**config.mk**
```make
export PLATFORM = sky130hd
export DESIGN_NAME = noc_input_ctrl_flat
export DESIGN_NICKNAME = d
export VERILOG_FILES = /design/src/rtl/noc_tree_pkg.sv /design/src/rtl/noc_input_ctrl_if.sv /design/src/rtl/icm_fifo.sv /design/src/rtl/noc_input_ctrl.sv /design/src/flat_wrapper.sv
export SDC_FILE = /design/constraint.sdc
export NUM_CORES = 1
export LEC_CHECK = 0
export ABC_CLOCK_PERIOD_IN_PS = 4230
export CORE_ASPECT_RATIO = 1.75
export CORE_MARGIN = 2
export CORE_UTILIZATION = 28
export CTS_CLUSTER_DIAMETER = 60
export DETAILED_ROUTE_END_ITERATION = 8
export GPL_ROUTABILITY_DRIVEN = 1
export GPL_TIMING_DRIVEN = 0
export PLACE_DENSITY = 0.44
export SYNTH_ARGS = -nofsm -noshare
export SYNTH_HDL_FRONTEND = slang
export SYNTH_SLANG_ARGS = --single-unit
export TNS_END_PERCENT = 5
```
**constraint.sdc**
```tcl
create_clock -name clk -period 4.23 [get_ports clk]
set_clock_uncertainty 0.2 [all_clocks]
set_input_delay 0.846 -clock clk [delete_from_list [all_inputs] [get_ports clk]]
set_output_delay 0.846 -clock clk [all_outputs]
set_load 0.02 [all_outputs]
```
**src/rtl/noc_tree_pkg.sv**
```systemverilog
// Shared NoC tree definitions: packet/address defaults, output port indices,
// output-stage state encoding and the destination route decode.
// Latency: n/a (types, constants and a pure function only).
// Backpressure: n/a.
package noc_tree_pkg;

  localparam int WIDTH_PACKET_DEF = 14;
  localparam int ADDR_W_DEF       = 4;
  localparam int NUM_PORTS        = 3;

  localparam int PORT_LEFT   = 0;
  localparam int PORT_RIGHT  = 1;
  localparam int PORT_PARENT = 2;

  typedef enum logic {
    ST_EMPTY = 1'b0,
    ST_HOLD  = 1'b1
  } outState_e;

  // One-hot port for a destination leaf address. The top `level` address bits
  // must match this router's prefix, otherwise the packet climbs to the parent.
  // Inside the subtree, the next address bit below the prefix picks the child.
  // The root (level 0) has no prefix, so it can never pick the parent.
  function automatic logic [2:0] routeDecode(input logic [31:0] dst,
                                             input int level,
                                             input int prefix,
                                             input int addrW);
    logic [31:0] mask;
    logic [31:0] upper;
    logic [2:0]  oneHot;
    oneHot = '0;
    mask   = (32'd1 << level) - 32'd1;
    upper  = (dst >> (addrW - level)) & mask;
    if ((level != 0) && (upper != (32'(prefix) & mask))) begin
      oneHot[PORT_PARENT] = 1'b1;
    end else if (dst[addrW-1-level]) begin
      oneHot[PORT_RIGHT] = 1'b1;
    end else begin
      oneHot[PORT_LEFT] = 1'b1;
    end
    return oneHot;
  endfunction

endpackage

```
**src/rtl/noc_input_ctrl_if.sv**
```systemverilog
// Packet handshake bundle between link receiver, input control and output arbiters.
// Latency: n/a (wiring only).
// Backpressure: in_ready / out_ready carry it; slave is the input control stage.
// Ports: in_data/in_valid/in_ready (upstream side), out_data/out_valid/out_ready
// (one-hot request towards left/right/parent arbiters).
interface noc_input_ctrl_if
  import noc_tree_pkg::*;
#(
  parameter int WIDTH_packet = WIDTH_PACKET_DEF
);
  logic [WIDTH_packet-1:0] in_data;
  logic                    in_valid;
  logic                    in_ready;
  logic [WIDTH_packet-1:0] out_data;
  logic [NUM_PORTS-1:0]    out_valid;
  logic [NUM_PORTS-1:0]    out_ready;

  modport slave (
    input  in_data, in_valid, out_ready,
    output in_ready, out_data, out_valid
  );

  modport master (
    output in_data, in_valid, out_ready,
    input  in_ready, out_data, out_valid
  );
endinterface

```
**src/rtl/icm_fifo.sv**
```systemverilog
// Synchronous FIFO buffering packets ahead of the route decode.
// Latency: written word visible at popData the cycle after the push edge.
// Backpressure: push ignored when full, pop ignored when empty; caller gates on full/empty.
// Ports: clk, reset (async active-high), push/pushData, pop/popData (head, combinational),
// full, empty, count.
module icm_fifo #(
  parameter int WIDTH = 14,
  parameter int DEPTH = 2
) (
  input  logic                       clk,
  input  logic                       reset,
  input  logic                       push,
  input  logic [WIDTH-1:0]           pushData,
  input  logic                       pop,
  output logic [WIDTH-1:0]           popData,
  output logic                       full,
  output logic                       empty,
  output logic [$clog2(DEPTH):0]     count
);
  localparam int PTR_W = $clog2(DEPTH);
  localparam int CNT_W = PTR_W + 1;

  logic [WIDTH-1:0] mem [DEPTH];
  logic [PTR_W-1:0] wrPtr;
  logic [PTR_W-1:0] rdPtr;
  logic             doPush;
  logic             doPop;

  assign full    = (count == CNT_W'(DEPTH));
  assign empty   = (count == '0);
  assign doPush  = push & ~full;
  assign doPop   = pop & ~empty;
  assign popData = mem[rdPtr];

  // Storage needs no reset: nothing is read from an entry before it is written.
  always_ff @(posedge clk) begin
    if (doPush) begin
      mem[wrPtr] <= pushData;
    end
  end

  // DEPTH is a power of two, so the pointers wrap by natural overflow.
  always_ff @(posedge clk or posedge reset) begin
    if (reset) begin
      wrPtr <= '0;
      rdPtr <= '0;
      count <= '0;
    end else begin
      if (doPush) wrPtr <= wrPtr + PTR_W'(1);
      if (doPop)  rdPtr <= rdPtr + PTR_W'(1);
      case ({doPush, doPop})
        2'b10:   count <= count + CNT_W'(1);
        2'b01:   count <= count - CNT_W'(1);
        default: count <= count;
      endcase
    end
  end

endmodule

```
**src/rtl/noc_input_ctrl.sv**
```systemverilog
// NoC tree router input control: FIFO-buffered packets routed to left/right/parent.
// Latency: packet pushed at edge k into an empty block is presented after edge k+1.
// Backpressure: packet held in HOLD until its selected out_ready; in_ready = FIFO not full.
// Ports: clk, reset (async active-high), io (noc_input_ctrl_if.slave),
// pkt_cnt[47:0] per-port handshake counters {parent, right, left} when ICM_PKT_CNT_EN is defined.
module noc_input_ctrl
  import noc_tree_pkg::*;
#(
  parameter int WIDTH_packet = WIDTH_PACKET_DEF,
  parameter int ADDR_W       = ADDR_W_DEF,
  parameter int LEVEL        = 1,
  parameter int NODE_PREFIX  = 0,
  parameter int FIFO_DEPTH   = 2
) (
  input  logic              clk,
  input  logic              reset,
  noc_input_ctrl_if.slave   io
`ifdef ICM_PKT_CNT_EN
  ,
  output logic [47:0]       pkt_cnt
`endif
);
  localparam int CNT_W = $clog2(FIFO_DEPTH) + 1;

  logic [WIDTH_packet-1:0] headData;
  logic                    fifoFull;
  logic                    fifoEmpty;
  logic [CNT_W-1:0]        fifoCount;
  logic                    doPush;
  logic                    doPop;
  logic [ADDR_W-1:0]       headDst;
  logic [NUM_PORTS-1:0]    headPort;

  outState_e               state;
  outState_e               nextState;
  logic [WIDTH_packet-1:0] outData;
  logic [NUM_PORTS-1:0]    outPort;
  logic                    handshake;

  // Readiness comes only from registered occupancy; reset forces it low so the
  // upstream sees no acceptance while the block is being cleared.
  assign io.in_ready = (fifoCount != CNT_W'(FIFO_DEPTH)) & ~reset;
  assign doPush      = io.in_valid & ~fifoFull;

  icm_fifo #(
    .WIDTH (WIDTH_packet),
    .DEPTH (FIFO_DEPTH)
  ) u_fifo (
    .clk      (clk),
    .reset    (reset),
    .push     (doPush),
    .pushData (io.in_data),
    .pop      (doPop),
    .popData  (headData),
    .full     (fifoFull),
    .empty    (fifoEmpty),
    .count    (fifoCount)
  );

  assign headDst  = headData[WIDTH_packet-1 -: ADDR_W];
  assign headPort = routeDecode(32'(headDst), LEVEL, NODE_PREFIX, ADDR_W);

  // Only the selected port's ready can complete the transfer.
  assign handshake = (state == ST_HOLD) && ((outPort & io.out_ready) != '0);

  always_comb begin
    nextState = state;
    doPop     = 1'b0;
    case (state)
      ST_EMPTY: begin
        if (!fifoEmpty) begin
          doPop     = 1'b1;
          nextState = ST_HOLD;
        end
      end
      ST_HOLD: begin
        if (handshake) begin
          if (!fifoEmpty) begin
            doPop = 1'b1;
          end else begin
            nextState = ST_EMPTY;
          end
        end
      end
      default: nextState = ST_EMPTY;
    endcase
  end

  always_ff @(posedge clk or posedge reset) begin
    if (reset) begin
      state   <= ST_EMPTY;
      outData <= '0;
      outPort <= '0;
    end else begin
      state <= nextState;
      if (doPop) begin
        outData <= headData;
        outPort <= headPort;
      end
    end
  end

  assign io.out_data  = outData;
  assign io.out_valid = (state == ST_HOLD) ? outPort : '0;

`ifdef ICM_PKT_CNT_EN
  logic [15:0] portCnt [NUM_PORTS];

  always_ff @(posedge clk or posedge reset) begin
    if (reset) begin
      for (int i = 0; i < NUM_PORTS; i++) portCnt[i] <= '0;
    end else if (handshake) begin
      for (int i = 0; i < NUM_PORTS; i++) begin
        if (outPort[i]) portCnt[i] <= portCnt[i] + 16'd1;
      end
    end
  end

  assign pkt_cnt = {portCnt[PORT_PARENT], portCnt[PORT_RIGHT], portCnt[PORT_LEFT]};
`endif

endmodule

```
**src/flat_wrapper.sv**
```systemverilog
// flat-port wrapper written by rule: the top's interface ports become plain ports
module noc_input_ctrl_flat import noc_tree_pkg::*;
#(
  parameter int WIDTH_packet = WIDTH_PACKET_DEF,
  parameter int ADDR_W       = ADDR_W_DEF,
  parameter int LEVEL        = 1,
  parameter int NODE_PREFIX  = 0,
  parameter int FIFO_DEPTH   = 2
)
  (clk, reset, io_in_data, io_in_valid, io_out_ready, io_in_ready, io_out_data, io_out_valid);
  noc_input_ctrl_if #(.WIDTH_packet(WIDTH_packet)) io_i ();
  input  logic clk;
  input  logic reset;
  input wire logic [$bits(io_i.in_data)-1:0] io_in_data;
  input wire logic [$bits(io_i.in_valid)-1:0] io_in_valid;
  input wire logic [$bits(io_i.out_ready)-1:0] io_out_ready;
  output wire logic [$bits(io_i.in_ready)-1:0] io_in_ready;
  output wire logic [$bits(io_i.out_data)-1:0] io_out_data;
  output wire logic [$bits(io_i.out_valid)-1:0] io_out_valid;
  assign io_i.in_data = io_in_data;
  assign io_i.in_valid = io_in_valid;
  assign io_i.out_ready = io_out_ready;
  assign io_in_ready = io_i.in_ready;
  assign io_out_data = io_i.out_data;
  assign io_out_valid = io_i.out_valid;
  noc_input_ctrl #(.WIDTH_packet(WIDTH_packet), .ADDR_W(ADDR_W), .LEVEL(LEVEL), .NODE_PREFIX(NODE_PREFIX), .FIFO_DEPTH(FIFO_DEPTH)) u_core (.clk(clk), .reset(reset), .io(io_i));
endmodule
```
-- Word level (Yosys, flattened, before mapping)
Memories as Yosys holds them, arrays and structs flattened.
Index checks and enable logic that the tools add are counted.
- output and inout bits: 18
- register bits after elaboration: 22
- input bits: 20
- logic and storage cells: 41
- memory bits (writable): 28
- memories: 1
- memories (memory ; words ; width ; read ports ; clocked after memory_dff ; write ports ; line ; RTL):
    u_core.u_fifo.mem ; 2 ; 14 ; 1 ; 0 ; 1 ; icm_fifo.sv:23 ; logic [WIDTH-1:0] mem [DEPTH];
- bitwise logic cells: 9
- reductions and logical operators: 4
- equality and inequality tests: 4
- add/sub/neg operators: 4
- mux-type cells: 13
- operator list (operator ; count):
    $mux 1 ; 8
    $and 1x1->1 ; 4
    $eq 2x2->1 const B ; 2
    $not 1->1 ; 4
    $pmux 1 s2 ; 2
    $pmux 2 s2 ; 1
    $and 3x3->3 ; 1
    $mux 3 ; 1
    $reduce_bool 3->1 ; 1
    $add 1x1->1 const B ; 2
    $add 2x1->2 const B ; 1
    $eq 2x1->1 const B ; 1
    $logic_not 2->1 ; 1
    $mux 2 ; 1
    $ne 2x2->1 const B ; 1
    $reduce_bool 2->1 ; 1
    $sub 2x1->2 const B ; 1
    $logic_and 1x1->1 ; 1

-- Logic depth before layout (Yosys ltp)
Gate-level depths: netlist of the first run.
- depth in word-level cells: 8
- gate-level depth with buffers: 7
- depth with buffers taken out: 6

-- Cells and area by module
From an unflattened synthesis of the first run, not the netlist that was laid out.
- cell total of the unflattened synthesis: 112
- area, all modules: 2013.2 µm²
- by module, submodules not included (module ; area an instance (µm²) ; cells an instance ; instances):
    icm_fifo ; 1260.0 ; 63 ; 1
    noc_input_ctrl ; 753.2 ; 49 ; 1

-- Worst setup path before layout of the first run
Ideal clock, no wire load.
- kind: input -> output
- start: input reset
- end: output io_in_ready
- slack: 1.552 ns
- stages: 2
- path buffers: 0
- data arrival time: 1.632 ns
- path through: inv_1 -> and2_1
- longest elaborated chain between the ends: 2
- ends and longest elaborated chain (item ; line ; RTL):
    from (decl) ; flat_wrapper.sv:13 ; input logic reset;
    $not 1->1 ; noc_input_ctrl.sv:42 ; assign io.in_ready = (fifoCount != CNT_W'(FIFO_DEPTH)) & ~reset;
    $and 1x1->1 ; noc_input_ctrl.sv:42 ;
    to (decl) ; flat_wrapper.sv:17 ; output wire logic [$bits(io_i.in_ready)-1:0] io_in_ready;
No other way between the ends.

-- Final worst setup path of the first run
Ends and elaborated chain as after synthesis.

==> out/qor.csv, run 1 <==
metric,value,unit
max-cap viol count,0,
Setup Buffers After CTS,0,
ys flop type,edfxtp_1,
Yosys reg bits,49,
"Clk Latency, worst-skew pair",0.29,ns
fill count,660,
vias in the first global route,1149,
drt via density,4.248,
clk slew on worst S/H paths,0.06,ns
num rows,40,
Synth-to-Final Area Change,32.56,%
largest net degree at the start of global routing,23,
worst-path fanout max,22,
Slew @ Worst Pin,0.9110,ns
top post-synthesis cells by count,"edfxtp_1 (28), dfrtp_1 (21), mux2_2 (21)",
Design Power,0.001178,W
overall routed net length,3604,um
dpl hpwl,2471,um
fmax,0.2648,GHz
DR DRC count,0,
worst path bufs/invs,3,
Tmin final,3.777,ns
Crit Path Category,in -> out,
"Slew Viols, Final",0,
Slew HR,39.20,%
die span in x,66.99,um
initial core utilization,28.57,%
Synth Instances,108,
Final setup violation count,0,
fraction of layout cells with a size suffix above 1,27.92,%
Die Ht,114.2,um
Reg-to-Reg Start,u_core.outPort[1]$_DFFE_PP0P_,
outcome,"finished, final reports clean",
H-tree depth,2,
hold buffer count at cts,0,
detailed-route via count,1011,
Crit-path slowest cell,inv_1,
"Cell Area, Placed",0.002420,mm2
Startpoint Class,input port,
share of the yosys chip area belonging to registers,70.27,%
number of flops mapped to enable cells by yosys,28,
Synth cell types,21,
Setup TNS,0,ns
Ys Warns,0,
routed length on met1,1411,um
ant diodes,0,
Num CTS Buffers,5,
Max Used Layer,met4,
largest area contributor in the netlist,edfxtp_1,
"Data required, critical path",3.18,ns
RSZ-0062 raised after global routing,false,
Non-Filler Instances,238,
cell with the most instances after synthesis,edfxtp_1,
post-route ant nets,0,
CP max stage delay,0.66,ns
CTS root buffer,clkbuf_16,
post-layout util,37.87,%
leakage power,1.020,nW
"Cell Chain, Critical Path",clkdlybuf4s50_1 -> inv_1 -> and2_1 -> clkdlybuf4s50_1,
top cell type's share of synthesized area,43.24,%
Boundary Pins,38,
nets,174,
async set or reset register ratio after synthesis,42.86,%
Crit. Startpoint,reset,
# clock sinks,49,
initial drt markers,28,
synth top area cells,"edfxtp_1 (43%), dfrtp_1 (27%), mux2_2 (12%)",
Synth Cell Area,0.001944,mm2
# resized after CTS,0,
Clock Path Buffers,2,
Synthesized Nets,129,
Hold Path Origin,u_core.u_fifo.wrPtr$_DFFE_PP0P_,
1st-pass router iterations,3,
first-pass GRT wire length,5837,um
Core ar.,0.006807,mm2
drt wl/cell,15.14,um
met2 wire length,2023,um
final hold viol count,0,
total gr overflow,0,
placer congestion estimate,0.6217,
Tcrit/Tclk final,89.28,%
Power Dens Cells,457.1,mW/mm2
"Avg Cell Area, Syn",18.00,um2
worst vdd ir,0.0002599,V
Worst Path Arrival,2.73,ns
path category of the worst min-delay check,reg -> reg,
die area,0.007653,mm2
Total GRT Usage,10.69,%
CP endpoint kind,primary output,
initial antenna violation count,0,
post-route cell area,0.002577,mm2
CTS tree,done,
met3 WL,141,um
"delay-heaviest family, CP",buffers and inverters,
Port Buf Inserts,37,
"most used cell, CP",clkdlybuf4s50_1,
Inst Count DP,229,
state kept, by name, summed over array words and instances (netlist names):
name and cells:
u_core.u_fifo.wrPtr 1, u_core.u_fifo.rdPtr 1, u_core.u_fifo.mem 28, u_core.u_fifo.count 2, u_core.io.out_data 13, u_core.outPort 3, u_core.state 1
placed cells by master, fill, tap and decap left out, types with 2 or more instances in the layout:
cell	instances
and2_1	4
clkbuf_16	5
nand2_1	3
xnor2_1	3
dfrtp_1	21
mux2i_1	2
mux2_4	7
buf_4	3
inv_1	2
nor2_1	4
clkdlybuf4s50_1	37
edfxtp_1	28
mux2_2	21
xor2_1	2
final timing paths:
path | slack [ns] | cells after the start | endpoint
max reg2reg | 2.24 | 6 | u_core.u_fifo.count[1]$_DFFE_PP0P_
min | 0.30 | 1 | u_core.u_fifo.wrPtr$_DFFE_PP0P_
max in group asynchronous | 2.41 | 2 | u_core.io.out_data[1]$_DFFE_PP0P_
min in group asynchronous | 0.86 | 2 | u_core.io.out_data[4]$_DFFE_PP0P_
min reg2reg | 0.30 | 1 | u_core.u_fifo.wrPtr$_DFFE_PP0P_
max | 0.45 | 4 | io_in_ready
routing by layer:
layer / track usage, % / vias up
li1: - / 478
met1: 11.67 / 509
met5: 0 / -
met4: 4.490 / 0
met3: 2.360 / 2
met2: 19.33 / 22
final cells by class:
cell class	count	area, um2	area share (%)
Sequential cell	49	1366	53.01
Multi-Input combinational cell	53	535.5	20.78
Timing Repair Buffer	38	377.9	14.66
Clock buffer	5	125.1	4.854
Tap cell	84	105.1	4.078
Buffer	4	35.03	1.359
Clock inverter	3	25.02	0.9709
Inverter	2	7.507	0.2913
cell families (layout without fill, tap and decap cells):
family / after synthesis / in the layout / share of synthesized area, %
compound gates: 2 / 2 / 2.188
xor+xnor: 5 / 5 / 2.253
fa+ha+maj: 1 / 1 / 0.6434
buf+inv: 6 / 52 / 2.187
flops: 49 / 49 / 70.27
mux: 30 / 30 / 18.60
simple gates: 15 / 15 / 3.861
through the flow:
step	worst slack, ns	hold slack (ns)
after floorplan	1.552	0.2608
after global placement	0.3537	0.2792
after detailed placement	0.3470	0.2855
after CTS	0.3491	0.2968
after global routing	0.1944	0.3188
final	0.4534	0.2956
power by group:
group | switching [W] | internal (W) | total, W
Sequential | 0.0000274 | 0.000595 | 0.000622
Combinational | 0.0000865 | 0.0000683 | 0.000155
Clock | 0.000178 | 0.000224 | 0.000401
No activity file was read; power rests on OpenSTA's default activity.
==> run 2: changes to the inputs <==
--- a/config.mk
+++ b/config.mk
@@ -9,6 +9,7 @@
 export CORE_ASPECT_RATIO = 1.75
 export CORE_MARGIN = 2
 export CORE_UTILIZATION = 28
+export CTS_BUF_LIST = sky130_fd_sc_hd__clkbuf_8
 export CTS_CLUSTER_DIAMETER = 60
 export DETAILED_ROUTE_END_ITERATION = 8
 export GPL_ROUTABILITY_DRIVEN = 1
==> out/qor.csv, run 2 (synthesis gave the netlist of run 1 again) <==
metric,value,unit
first-pass GRT wire length,5851,um
CP endpoint kind,primary output,
hold buffer count at cts,0,
most frequent cells in the layout,"clkdlybuf4s50_1 (37), edfxtp_1 (28), mux2_2 (21), dfrtp_1 (21), mux2_4 (7)",
drt via density,4.273,
max-cap viol count,0,
Tmin final,3.771,ns
Setup Buffers After CTS,0,
"Clk Latency, worst-skew pair",0.31,ns
Slew HR,39.66,%
largest net degree at the start of global routing,23,
detailed-route via count,1017,
drt wl/cell,15.16,um
Worst Path Arrival,2.73,ns
leakage power,0.9943,nW
Final setup violation count,0,
Die Ht,114.2,um
fmax,0.2652,GHz
Core ar.,0.006807,mm2
max reg flops,28,
num rows,40,
worst-path fanout max,22,
post-route ant nets,0,
CTS tree,done,
H-tree depth,2,
Crit Path Category,in -> out,
Power Dens Cells,422.5,mW/mm2
die area,0.007653,mm2
Slew @ Worst Pin,0.9041,ns
largest reg by FF count,u_core.u_fifo.mem,
DR DRC count,0,
Boundary Pins,38,
initial core utilization,28.57,%
dpl hpwl,2471,um
total gr overflow,0,
Synth-to-Final Area Change,29.67,%
# clock sinks,49,
final hold viol count,0,
Num CTS Buffers,5,
Setup TNS,0,ns
"setup slack, reg-to-reg",2.22,ns
die span in x,66.99,um
path category of the worst min-delay check,reg -> reg,
CTS root buffer,clkbuf_8,
initial drt markers,29,
Port Buf Inserts,37,
# resized after CTS,0,
nets,174,
Tcrit/Tclk final,89.16,%
"commonest non-fill, non-tap cell in the layout",clkdlybuf4s50_1,
outcome,"finished, final reports clean",
worst vdd ir,0.0002998,V
"Slew Viols, Final",0,
ant diodes,0,
Non-Filler Instances,238,
Total GRT Usage,10.79,%
1st-pass router iterations,3,
overall routed net length,3607,um
Clock Path Buffers,2,
vias in the first global route,1145,
placer congestion estimate,0.6217,
"Data required, critical path",3.18,ns
hold slack final,0.2996,ns
fraction of layout cells with a size suffix above 1,27.92,%
initial antenna violation count,0,
clk slew on worst S/H paths,0.09,ns
RSZ-0062 raised after global routing,false,
Inst Count DP,229,
Startpoint Class,input port,
-- run 2: critical path, cell delays in order --
cell and delay [ns]:
clkdlybuf4s50_1 0.39, inv_1 0.66, and2_1 0.23, clkdlybuf4s50_1 0.60
-- run 2: path summary, 6_finish.rpt --
| path | endpoint | from | cells after the start |
|---|---|---|---|
| min in group asynchronous | u_core.outPort[2]$_DFFE_PP0P_ | reset | 2 |
| worst min register to register | u_core.u_fifo.wrPtr$_DFFE_PP0P_ | u_core.u_fifo.wrPtr$_DFFE_PP0P_ | 1 |
| worst max register to register | u_core.u_fifo.count[1]$_DFFE_PP0P_ | u_core.outPort[1]$_DFFE_PP0P_ | 6 |
| worst min-delay path | u_core.u_fifo.wrPtr$_DFFE_PP0P_ | u_core.u_fifo.wrPtr$_DFFE_PP0P_ | 1 |
| worst max-delay path | io_in_ready | reset | 4 |
| max in group asynchronous | u_core.io.out_data[6]$_DFFE_PP0P_ | reset | 2 |
-- run 2: metrics by stage --
stage / util [%] / total power [W] / worst slack, ns / area [um2]
4_1_cts: 36.93 / 0.001081 / 0.3491 / 2514
6_report: 37.04 / 0.001065 / 0.4586 / 2521
3_5_place_dp: 35.55 / 0.0007885 / 0.3470 / 2420
5_1_grt: 37.04 / 0.001126 / 0.1944 / 2521
2_1_floorplan: - / 0.0007212 / 1.552 / 1944
3_3_place_gp: 35.55 / 0.0007780 / 0.3537 / 2420
-- run 2: per-layer routing --
metal  wire (um)  global-route usage [%]  share of wire (%)  vias up
met2        1982                   19.20                 55       25
li1            -                       -                  -      476
met4          72                   4.898                2.0        0
met5           0                       0                  0        -
met1        1392                   11.93                 39      510
met3         160                   2.360                4.4        6
-- run 2: final cells by class --
| cell class | instances | area (um2) |
|---|---|---|
| Inverter | 2 | 7.507 |
| Tap cell | 84 | 105.1 |
| Multi-Input combinational cell | 53 | 535.5 |
| Buffer | 4 | 35.03 |
| Clock buffer | 5 | 68.82 |
| Clock inverter | 3 | 25.02 |
| Fill cell | 666 | 4285 |
| Timing Repair Buffer | 38 | 377.9 |
| Sequential cell | 49 | 1366 |
-- run 2: where the power goes --
| group | internal (W) | switching, W |
|---|---|---|
| logic | 0.0000683 | 0.0000865 |
| clock network | 0.000121 | 0.000168 |
| registers | 0.000594 | 0.0000273 |
==> run 3: changes to the inputs <==
--- a/config.mk
+++ b/config.mk
@@ -9,7 +9,6 @@
 export CORE_ASPECT_RATIO = 1.75
 export CORE_MARGIN = 2
 export CORE_UTILIZATION = 28
-export CTS_BUF_LIST = sky130_fd_sc_hd__clkbuf_8
 export CTS_CLUSTER_DIAMETER = 60
 export DETAILED_ROUTE_END_ITERATION = 8
 export GPL_ROUTABILITY_DRIVEN = 1
==> results of run 3 <==
Same layout as run 1: the final DEF is identical, and so are final timing and power.
